==> src/rtl/muldiv_unit.sv <==
// Iterative 16-bit multiply/divide unit.
// Shift-add multiply (unsigned, or signed via magnitudes plus a final negate)
// and restoring divide. One iteration per clock, WIDTH iterations per operation,
// followed by a one-cycle DONE state that issues the register write-back.
module muldiv_unit #(
  parameter int WIDTH   = 16,
  parameter int REGBITS = 4,
  parameter int CNTBITS = 5
) (
  input  logic               clk,
  input  logic               reset,
  input  logic               start,
  input  logic [1:0]         op,
  input  logic [WIDTH-1:0]   src_a,
  input  logic [WIDTH-1:0]   src_b,
  input  logic [REGBITS-1:0] dest,
  output logic               busy,
  output logic               done,
  output logic               wb_en,
  output logic [REGBITS-1:0] wb_addr,
  output logic [WIDTH-1:0]   wb_data,
  output logic [WIDTH-1:0]   result_hi
);

  localparam logic [1:0] OP_MULU = 2'b00;
  localparam logic [1:0] OP_MULS = 2'b01;
  localparam logic [1:0] OP_DIVU = 2'b10;
  localparam logic [1:0] OP_REMU = 2'b11;

  typedef enum logic [1:0] {
    ST_IDLE = 2'd0,
    ST_RUN  = 2'd1,
    ST_DONE = 2'd2
  } state_t;

  state_t               state_r;
  logic [1:0]           op_r;
  logic [REGBITS-1:0]   dest_r;
  logic                 neg_r;
  logic [WIDTH-1:0]     acc_r;   // product high half / partial remainder
  logic [WIDTH-1:0]     mq_r;    // multiplier (shifted out) / dividend->quotient
  logic [WIDTH-1:0]     b_r;     // multiplicand magnitude / divisor
  logic [CNTBITS-1:0]   cnt_r;

  logic [WIDTH-1:0]     load_mq_s;
  logic [WIDTH-1:0]     load_b_s;
  logic                 load_neg_s;
  logic [WIDTH:0]       sum_s;
  logic [WIDTH:0]       shift_s;
  logic [WIDTH:0]       diff_s;
  logic [WIDTH-1:0]     acc_nx_s;
  logic [WIDTH-1:0]     mq_nx_s;
  logic [2*WIDTH-1:0]   prod_s;
  logic [2*WIDTH-1:0]   prod_fix_s;
  logic [WIDTH-1:0]     lo_s;
  logic [WIDTH-1:0]     hi_s;

  // Operand preparation at start: MULS works on magnitudes, the multiplier
  // goes into the low shift register and the multiplicand into b.
  always_comb begin
    load_mq_s  = src_a;
    load_b_s   = src_b;
    load_neg_s = 1'b0;
    case (op)
      OP_MULU: begin
        load_mq_s = src_b;
        load_b_s  = src_a;
      end
      OP_MULS: begin
        if (src_b[WIDTH-1]) begin
          load_mq_s = -src_b;
        end else begin
          load_mq_s = src_b;
        end
        if (src_a[WIDTH-1]) begin
          load_b_s = -src_a;
        end else begin
          load_b_s = src_a;
        end
        load_neg_s = src_a[WIDTH-1] ^ src_b[WIDTH-1];
      end
      OP_DIVU, OP_REMU: begin
        load_mq_s = src_a;
        load_b_s  = src_b;
      end
      default: begin
        load_mq_s = src_a;
        load_b_s  = src_b;
      end
    endcase
  end

  // One iteration of the shared datapath plus the result formatting used on
  // the final iteration. A zero divisor always "fits", which yields an
  // all-ones quotient and a remainder equal to the dividend.
  always_comb begin
    sum_s    = {1'b0, acc_r} + {1'b0, b_r};
    shift_s  = {acc_r, mq_r[WIDTH-1]};
    diff_s   = shift_s - {1'b0, b_r};
    acc_nx_s = acc_r;
    mq_nx_s  = mq_r;
    case (op_r)
      OP_MULU, OP_MULS: begin
        if (mq_r[0]) begin
          acc_nx_s = sum_s[WIDTH:1];
          mq_nx_s  = {sum_s[0], mq_r[WIDTH-1:1]};
        end else begin
          acc_nx_s = {1'b0, acc_r[WIDTH-1:1]};
          mq_nx_s  = {acc_r[0], mq_r[WIDTH-1:1]};
        end
      end
      OP_DIVU, OP_REMU: begin
        if (!diff_s[WIDTH]) begin
          acc_nx_s = diff_s[WIDTH-1:0];
          mq_nx_s  = {mq_r[WIDTH-2:0], 1'b1};
        end else begin
          acc_nx_s = shift_s[WIDTH-1:0];
          mq_nx_s  = {mq_r[WIDTH-2:0], 1'b0};
        end
      end
      default: begin
        acc_nx_s = acc_r;
        mq_nx_s  = mq_r;
      end
    endcase

    prod_s = {acc_nx_s, mq_nx_s};
    if ((op_r == OP_MULS) && neg_r) begin
      prod_fix_s = -prod_s;
    end else begin
      prod_fix_s = prod_s;
    end

    case (op_r)
      OP_MULU, OP_MULS: begin
        lo_s = prod_fix_s[WIDTH-1:0];
        hi_s = prod_fix_s[2*WIDTH-1:WIDTH];
      end
      OP_DIVU: begin
        lo_s = mq_nx_s;
        hi_s = acc_nx_s;
      end
      OP_REMU: begin
        lo_s = acc_nx_s;
        hi_s = acc_nx_s;
      end
      default: begin
        lo_s = mq_nx_s;
        hi_s = acc_nx_s;
      end
    endcase
  end

  // Control FSM, iteration registers and registered write-back outputs.
  always_ff @(posedge clk or posedge reset) begin
    if (reset) begin
      state_r   <= ST_IDLE;
      op_r      <= 2'b00;
      dest_r    <= {REGBITS{1'b0}};
      neg_r     <= 1'b0;
      acc_r     <= {WIDTH{1'b0}};
      mq_r      <= {WIDTH{1'b0}};
      b_r       <= {WIDTH{1'b0}};
      cnt_r     <= {CNTBITS{1'b0}};
      busy      <= 1'b0;
      done      <= 1'b0;
      wb_en     <= 1'b0;
      wb_addr   <= {REGBITS{1'b0}};
      wb_data   <= {WIDTH{1'b0}};
      result_hi <= {WIDTH{1'b0}};
    end else begin
      case (state_r)
        ST_IDLE: begin
          done  <= 1'b0;
          wb_en <= 1'b0;
          if (start) begin
            op_r    <= op;
            dest_r  <= dest;
            neg_r   <= load_neg_s;
            acc_r   <= {WIDTH{1'b0}};
            mq_r    <= load_mq_s;
            b_r     <= load_b_s;
            cnt_r   <= CNTBITS'(WIDTH);
            busy    <= 1'b1;
            state_r <= ST_RUN;
          end else begin
            busy <= 1'b0;
          end
        end
        ST_RUN: begin
          acc_r <= acc_nx_s;
          mq_r  <= mq_nx_s;
          cnt_r <= cnt_r - CNTBITS'(1);
          if (cnt_r == CNTBITS'(1)) begin
            state_r   <= ST_DONE;
            done      <= 1'b1;
            wb_en     <= (dest_r != {REGBITS{1'b0}});
            wb_addr   <= dest_r;
            wb_data   <= lo_s;
            result_hi <= hi_s;
          end else begin
            state_r <= ST_RUN;
          end
        end
        ST_DONE: begin
          done    <= 1'b0;
          wb_en   <= 1'b0;
          busy    <= 1'b0;
          state_r <= ST_IDLE;
        end
        default: begin
          done    <= 1'b0;
          wb_en   <= 1'b0;
          busy    <= 1'b0;
          state_r <= ST_IDLE;
        end
      endcase
    end
  end

endmodule

==> config.mk <==
export PLATFORM = sky130hd
export DESIGN_NAME = muldiv_unit
export DESIGN_NICKNAME = d
export VERILOG_FILES = /design/src/rtl/muldiv_unit.sv
export SDC_FILE = /design/constraint.sdc
export NUM_CORES = 1
export LEC_CHECK = 0
export CAP_MARGIN = 30
export CELL_PAD_IN_SITES_DETAIL_PLACEMENT = 0
export CELL_PAD_IN_SITES_GLOBAL_PLACEMENT = 2
export CORE_AREA = 2 2 160 162
export DETAILED_ROUTE_END_ITERATION = 10
export DIE_AREA = 0 0 162 164
export PLACE_DENSITY_LB_ADDON = 0.1
export SYNTH_ARGS = -nofsm -noshare
export SYNTH_HDL_FRONTEND = slang
export SYNTH_SLANG_ARGS = --single-unit
==> constraint.sdc <==
create_clock -name clk -period 4.8 [get_ports clk]
set_input_delay 0.48 -clock clk [delete_from_list [all_inputs] [get_ports clk]]
set_output_delay 0.48 -clock clk [all_outputs]
set_load 0.05 [all_outputs]
==> reports/summary.txt, run 1 <==
Post-Synthesis Cells = 1079
Critical Path Source Type = flop
Post-CTS Hold Fix Bufs = 0
post-synthesis compound-gate area fraction = 27.31%
final hold slack = 473.7 ps
DR pass1 iterations = 5
clk_lat worst skew = 370 ps
max-cap violations = 0
Post-synth EDFFs = 0
Clock Path Buffers = 2
Post CTS Setup Buffer Count = 0
vias in the first global route = 7771
initial core utilization = 34.37%
ys async rst share = 100.0%
Tmin final = 4201 ps
syn avg cell area = 7.905 um2
critical path fanouts, max = 9
share of layout cells above drive strength 1 = 6.667%
endpoints failing setup = 0
DP Worst Slack = 631.5 ps
top-area cell type share of the netlist area = 29.63%
largest family of logic cells by synthesized area = compound AO/OA/AOI/OAI gates
Synth Warn # = 0
Slew headroom = 34.90%
post-synthesis mux area share = 5.970%
period utilization = 87.52%
Detail Route Antenna Nets = 0
clock skew = 14.68 ps
setup slack after layout = 599.0 ps
Post-Syn Nets = 1159
number of buffers created by CTS = 9
CTS tree = built
XOR/XNOR share of the synthesized area = 6.572%
worst-case reg-to-reg path depth = 17
post-synthesis adder-cell area fraction = 5.897%
Horiz. Die Dim = 162 um
Slew Limit Fails = 0
cell row count = 58
pin count of the biggest net entering global routing = 60
register area share after synthesis = 29.63%
first-pass GRT wire length = 45890 um
gpl congestion = 0.8800
Vias = 8062
top_reg_cell synth = dfrtp_1
synth top area cells = dfrtp_1 (30%), o21ai_0 (6.2%), nand2_1 (6.1%)
Setup TNS = 0 ps
top cells by count, synth = nand2_1 (138), o21ai_0 (106), dfrtp_1 (101)
worst endpoint data arrival time = 4490 ps
post-cts resize count = 0
post-synthesis simple-gate area fraction = 19.73%
core area = 0.02482 mm2
initial antenna violation count = 1
Yosys top cell by area = dfrtp_1
Num Clock Sinks = 101
Die H = 164 um
crit path kind = flop to flop
Req. time, crit path = 5090 ps
Post-Synthesis Cell Area = 0.008529 mm2
number of diodes = 0
CTS Root Cell = clkbuf_16
critical path endpoint category = flop
cell area after layout = 0.009916 mm2
worst min path class = primary input to async pin
wire per inst = 20.26 um
die area = 0.02657 mm2
H-Tree Depth = 3
status = finished, final reports clean
Final nets = 1200
Yosys reg bits = 101
DRC = 0
initial detailed-routing violation count = 540
area delta synth->final = 16.25%
detailed placement HPWL = 22950 um
most numerous cell in the Yosys netlist = nand2_1
Slew @ Worst Pin = 976.5 ps
drt via density = 5.541
RSZ-0062 raised after global routing = no
Max Fclk = 238.0 MHz
Clock Pin Slew Worst Setup and Hold Paths = 90 ps
global route overflow = 0
Yosys cell types = 85
Hold Vio Cnt, Final = 0
routed wire length = 29480 um
post-place instance area = 0.009599 mm2
IO Port Bufs = 79
all-layer global routing usage = 22.52%
I/O pin cnt = 80
flip-flops by register name, indices dropped and copies added, names as in the netlist, 4 cells and up:
| register | count |
|---|---|
| mq_r | 16 |
| acc_r | 16 |
| dest_r | 4 |
| wb_addr | 4 |
| cnt_r | 5 |
| result_hi | 16 |
| wb_data | 16 |
| b_r | 16 |
layout by cell type (no fill, tap or decap), drive strengths merged, types with 5 or more instances in the layout:
master         netlist  layout
nand2              138     138
o21ai              114     114
dfrtp              101     101
a21oi              101     101
nor2                91      91
clkdlybuf4s50        0      78
inv                 41      44
xor2                39      39
mux2i               37      37
ha                  37      37
nand3               27      27
xnor2               25      25
a31oi               20      20
nor3                18      18
a21o                17      17
buf                 13      16
o31ai               14      14
nor2b               12      12
o211ai              12      12
a211oi              12      12
mux2                12      12
a221oi              11      11
or3                 10      10
and2                 9       9
clkbuf              51       9
a22o                 8       8
and3                 8       8
nand2b               7       7
a21boi               7       7
nor4                 6       6
nand4                6       6
or4                  6       6
a211o                5       5
clkinv               1       5
per-layer routing:
| metal | wire [um] | global-route usage, % | vias up |
|---|---|---|---|
| met1 | 13680 | 29.62 | 3898 |
| met4 | 924 | 7.804 | 0 |
| met2 | 14100 | 38.41 | 147 |
| li1 | - | - | 3978 |
| met5 | 0 | 0 | - |
| met3 | 786 | 2.601 | 39 |
cell type report:
| type | instances | area (um2) |
|---|---|---|
| fill | 2669 | 14900 |
| multi-input combinational | 872 | 5599 |
| timing repair buffer | 94 | 898.4 |
| tap | 330 | 412.9 |
| clock buffer | 9 | 225.2 |
| clock inverter | 7 | 91.34 |
| inverter | 42 | 160.2 |
| sequential | 101 | 2529 |
critical path, cell delays in order (launching register included):
cell and delay [ps]:
dfrtp_1 410, inv_1 110, ha_1 240, fa_1 400, nand2b_1 210, a211oi_2 330, o211a_4 270, o21ai_2 120
a31o_2 320, inv_1 100, ha_1 210, and4_1 240, and2_1 230, nand3_1 150, nor2_1 220, a21oi_1 130
mux2_1 320, o21ai_1 120
cells by family after synthesis:
kind of cell | Yosys count
muxes | 49
AOI/OAI and AO/OA | 363
DFF | 101
buffers and inverters | 106
and+or+nand+nor | 357
xor gates and xnor gates | 64
adders and majority gates | 39
metrics by stage:
step	util [%]	cells
after global routing	39.95	1455
after floorplan	-	1079
after detailed placement	38.68	1439
final	39.95	1455
after global placement	38.68	1439
after CTS	39.95	1455
final timing paths:
path | from | endpoint | slack, ps
setup / recovery | mq_r[15] | result_hi[12] | 600
hold / removal | reset | done | 470
setup reg to reg | mq_r[15] | result_hi[12] | 600
hold reg to reg | wb_addr[2] | wb_addr[2] | 480
max in group asynchronous | reset | acc_r[14] | 3480
min in group clk | wb_addr[2] | wb_addr[2] | 480
Power of run 1 is left out: the tool's default activity adds up to more than one toggle a clock period on the data nets, which glitch-free logic cannot reach.
==> inputs of run 2 (changes only) <==
- CORE_AREA: 2 2 160 162 -> 2 2 167 169
- DIE_AREA: 0 0 162 164 -> 0 0 169 171
- HOLD_SLACK_MARGIN: default -> 0.05
- clock period: 4.8 -> 3.5 ns (I/O delays scaled with it)
==> reports/summary.txt, run 2 (synthesized netlist as in run 1, its figures left out) <==
DRC = 0
global route overflow = 0
Detail Route Antenna Nets = 0
initial detailed-routing violation count = 629
initial antenna violation count = 1
Critical Path Source Type = flop
Die H = 171 um
Req. time, crit path = 3760 ps
max layer used = met4
Final nets = 1353
crit path kind = flop to flop
R2R Setup Slk = -90 ps
pin count of the biggest net entering global routing = 59
worst-path cell chain = ha_1, nand3_1, a211oi_4, buf_4, o211ai_4, a21oi_4, buf_4, o21ai_1, a31oi_2, a2111o_1, and3b_2, and3_4, o2111ai_2, and3_1
worst min path class = primary input to async pin
area delta synth->final = 33.17%
critical path endpoint category = flop
IO Port Bufs = 79
H-Tree Depth = 3
DR WL met3 = 975 um
Reg-to-Reg Start = acc_r[4]
most used cell, CP = buf_4
first-pass GRT wire length = 49890 um
wire per inst = 19.99 um
routed wire length = 32470 um
Hold Vio Cnt, Final = 0
initial core utilization = 31.22%
vias in the first global route = 8522
core area = 0.02732 mm2
worst endpoint data arrival time = 3860 ps
status = finished, violations left
FF-to-FF End = result_hi[13]
commonest non-fill, non-tap cell in the layout = buf_4
share of layout cells above drive strength 1 = 21.67%
commonest non-fill, non-tap cells in the layout = buf_4 (164), nand2_1 (136), dfrtp_1 (99)
die area = 0.02890 mm2
RSZ-0062 raised after global routing = yes
DR pass1 iterations = 5
number of diodes = 0
Clock Pin Slew Worst Setup and Hold Paths = 90 ps
Clock Path Buffers = 2
Tmin final = 3592 ps
worst-case reg-to-reg path depth = 14
critical path fanouts, max = 6
CTS Root Cell = clkbuf_16
CP Capture Point = result_hi[13]
Slew headroom = 43.28%
period utilization = 102.6%
CP startpoint = acc_r[4]
number of buffers created by CTS = 9
Horiz. Die Dim = 169 um
Slew @ Worst Pin = 850.7 ps
Max stage delay on crit path = 490 ps
final hold slack = 272.0 ps
I/O pin cnt = 80
CTS tree = built
setup slack after layout = -91.77 ps
Vias = 8633
failing checks = setup timing
Max Fclk = 278.4 MHz
cell row count = 61
DP Worst Slack = -150.9 ps
endpoints failing setup = 3
clk_lat worst skew = 380 ps
M1 wire length = 14680 um
max-cap violations = 0
met2 WL = 16110 um
drt via density = 5.316
gpl congestion = 0.9086
detailed placement HPWL = 25500 um
Crit-path slowest cell = dfrtp_1
all-layer global routing usage = 22.72%
Slew Limit Fails = 0
Setup TNS = -178.3 ps
Num Clock Sinks = 101
clock skew = 20.34 ps
[run 2: changes by cell type in the layout (fill, tap and decap cells not counted), sizes merged]
cell | before | now
buf | 16 | 169
clkinvlp | 0 | 1
inv | 44 | 45
clkinv | 5 | 3
[run 2: final cells by class]
| class | instances | area [um2] |
|---|---|---|
| clock buffer | 9 | 225.2 |
| tap | 346 | 432.9 |
| sequential | 101 | 2530 |
| inverter | 42 | 160.2 |
| multi-input combinational | 872 | 5867 |
| fill | 2829 | 15970 |
| timing repair buffer | 247 | 2071 |
| clock inverter | 7 | 72.57 |
[run 2: worst min-delay path by stage]
stage,endpoint,cells after the start
after floorplan,wb_addr[3],2
after global placement,result_hi[2],2
after detailed placement,result_hi[2],2
after CTS,done,2
after global routing,done,2
final,done,2
[run 2: critical path, delay by kind of cell, from the launching register on]
family	cells	cell delay [ps]
and+or+nand+nor	4	960
DFF	1	490
buffers and inverters	2	320
adders and majority gates	1	380
AOI/OAI and AO/OA	7	1330
[run 2: per-stage QoR]
stage	cells	util [%]	cell area (um2)
after CTS	1612	40.45	11050
after floorplan	1079	-	8552
after global routing	1624	41.57	11360
after detailed placement	1593	39.12	10690
after global placement	1593	39.12	10690
final	1624	41.57	11360
[run 2: layer usage]
metal / track usage, % / vias to the layer above
li1: - / 4296
met2: 40.09 / 152
met4: 7.023 / 0
met5: 0 / -
met1: 29.32 / 4151
met3: 2.313 / 34
[run 2: what timing repair did]
item | in CTS | in global routing
hold buffers | 0 | 0
buffers inserted | 3 | 13
endpoints found under the setup margin | 16 | 22
pin swaps | 10 | 33
resized for setup | 14 | 59
Power of run 2 is left out for the same reason.
==> inputs of run 3 (changes only) <==
- HOLD_SLACK_MARGIN: 0.05 -> default
==> results of run 3 <==
Final layout, timing and power as in run 2 (identical DEF).
Power of run 3 is left out for the same reason.
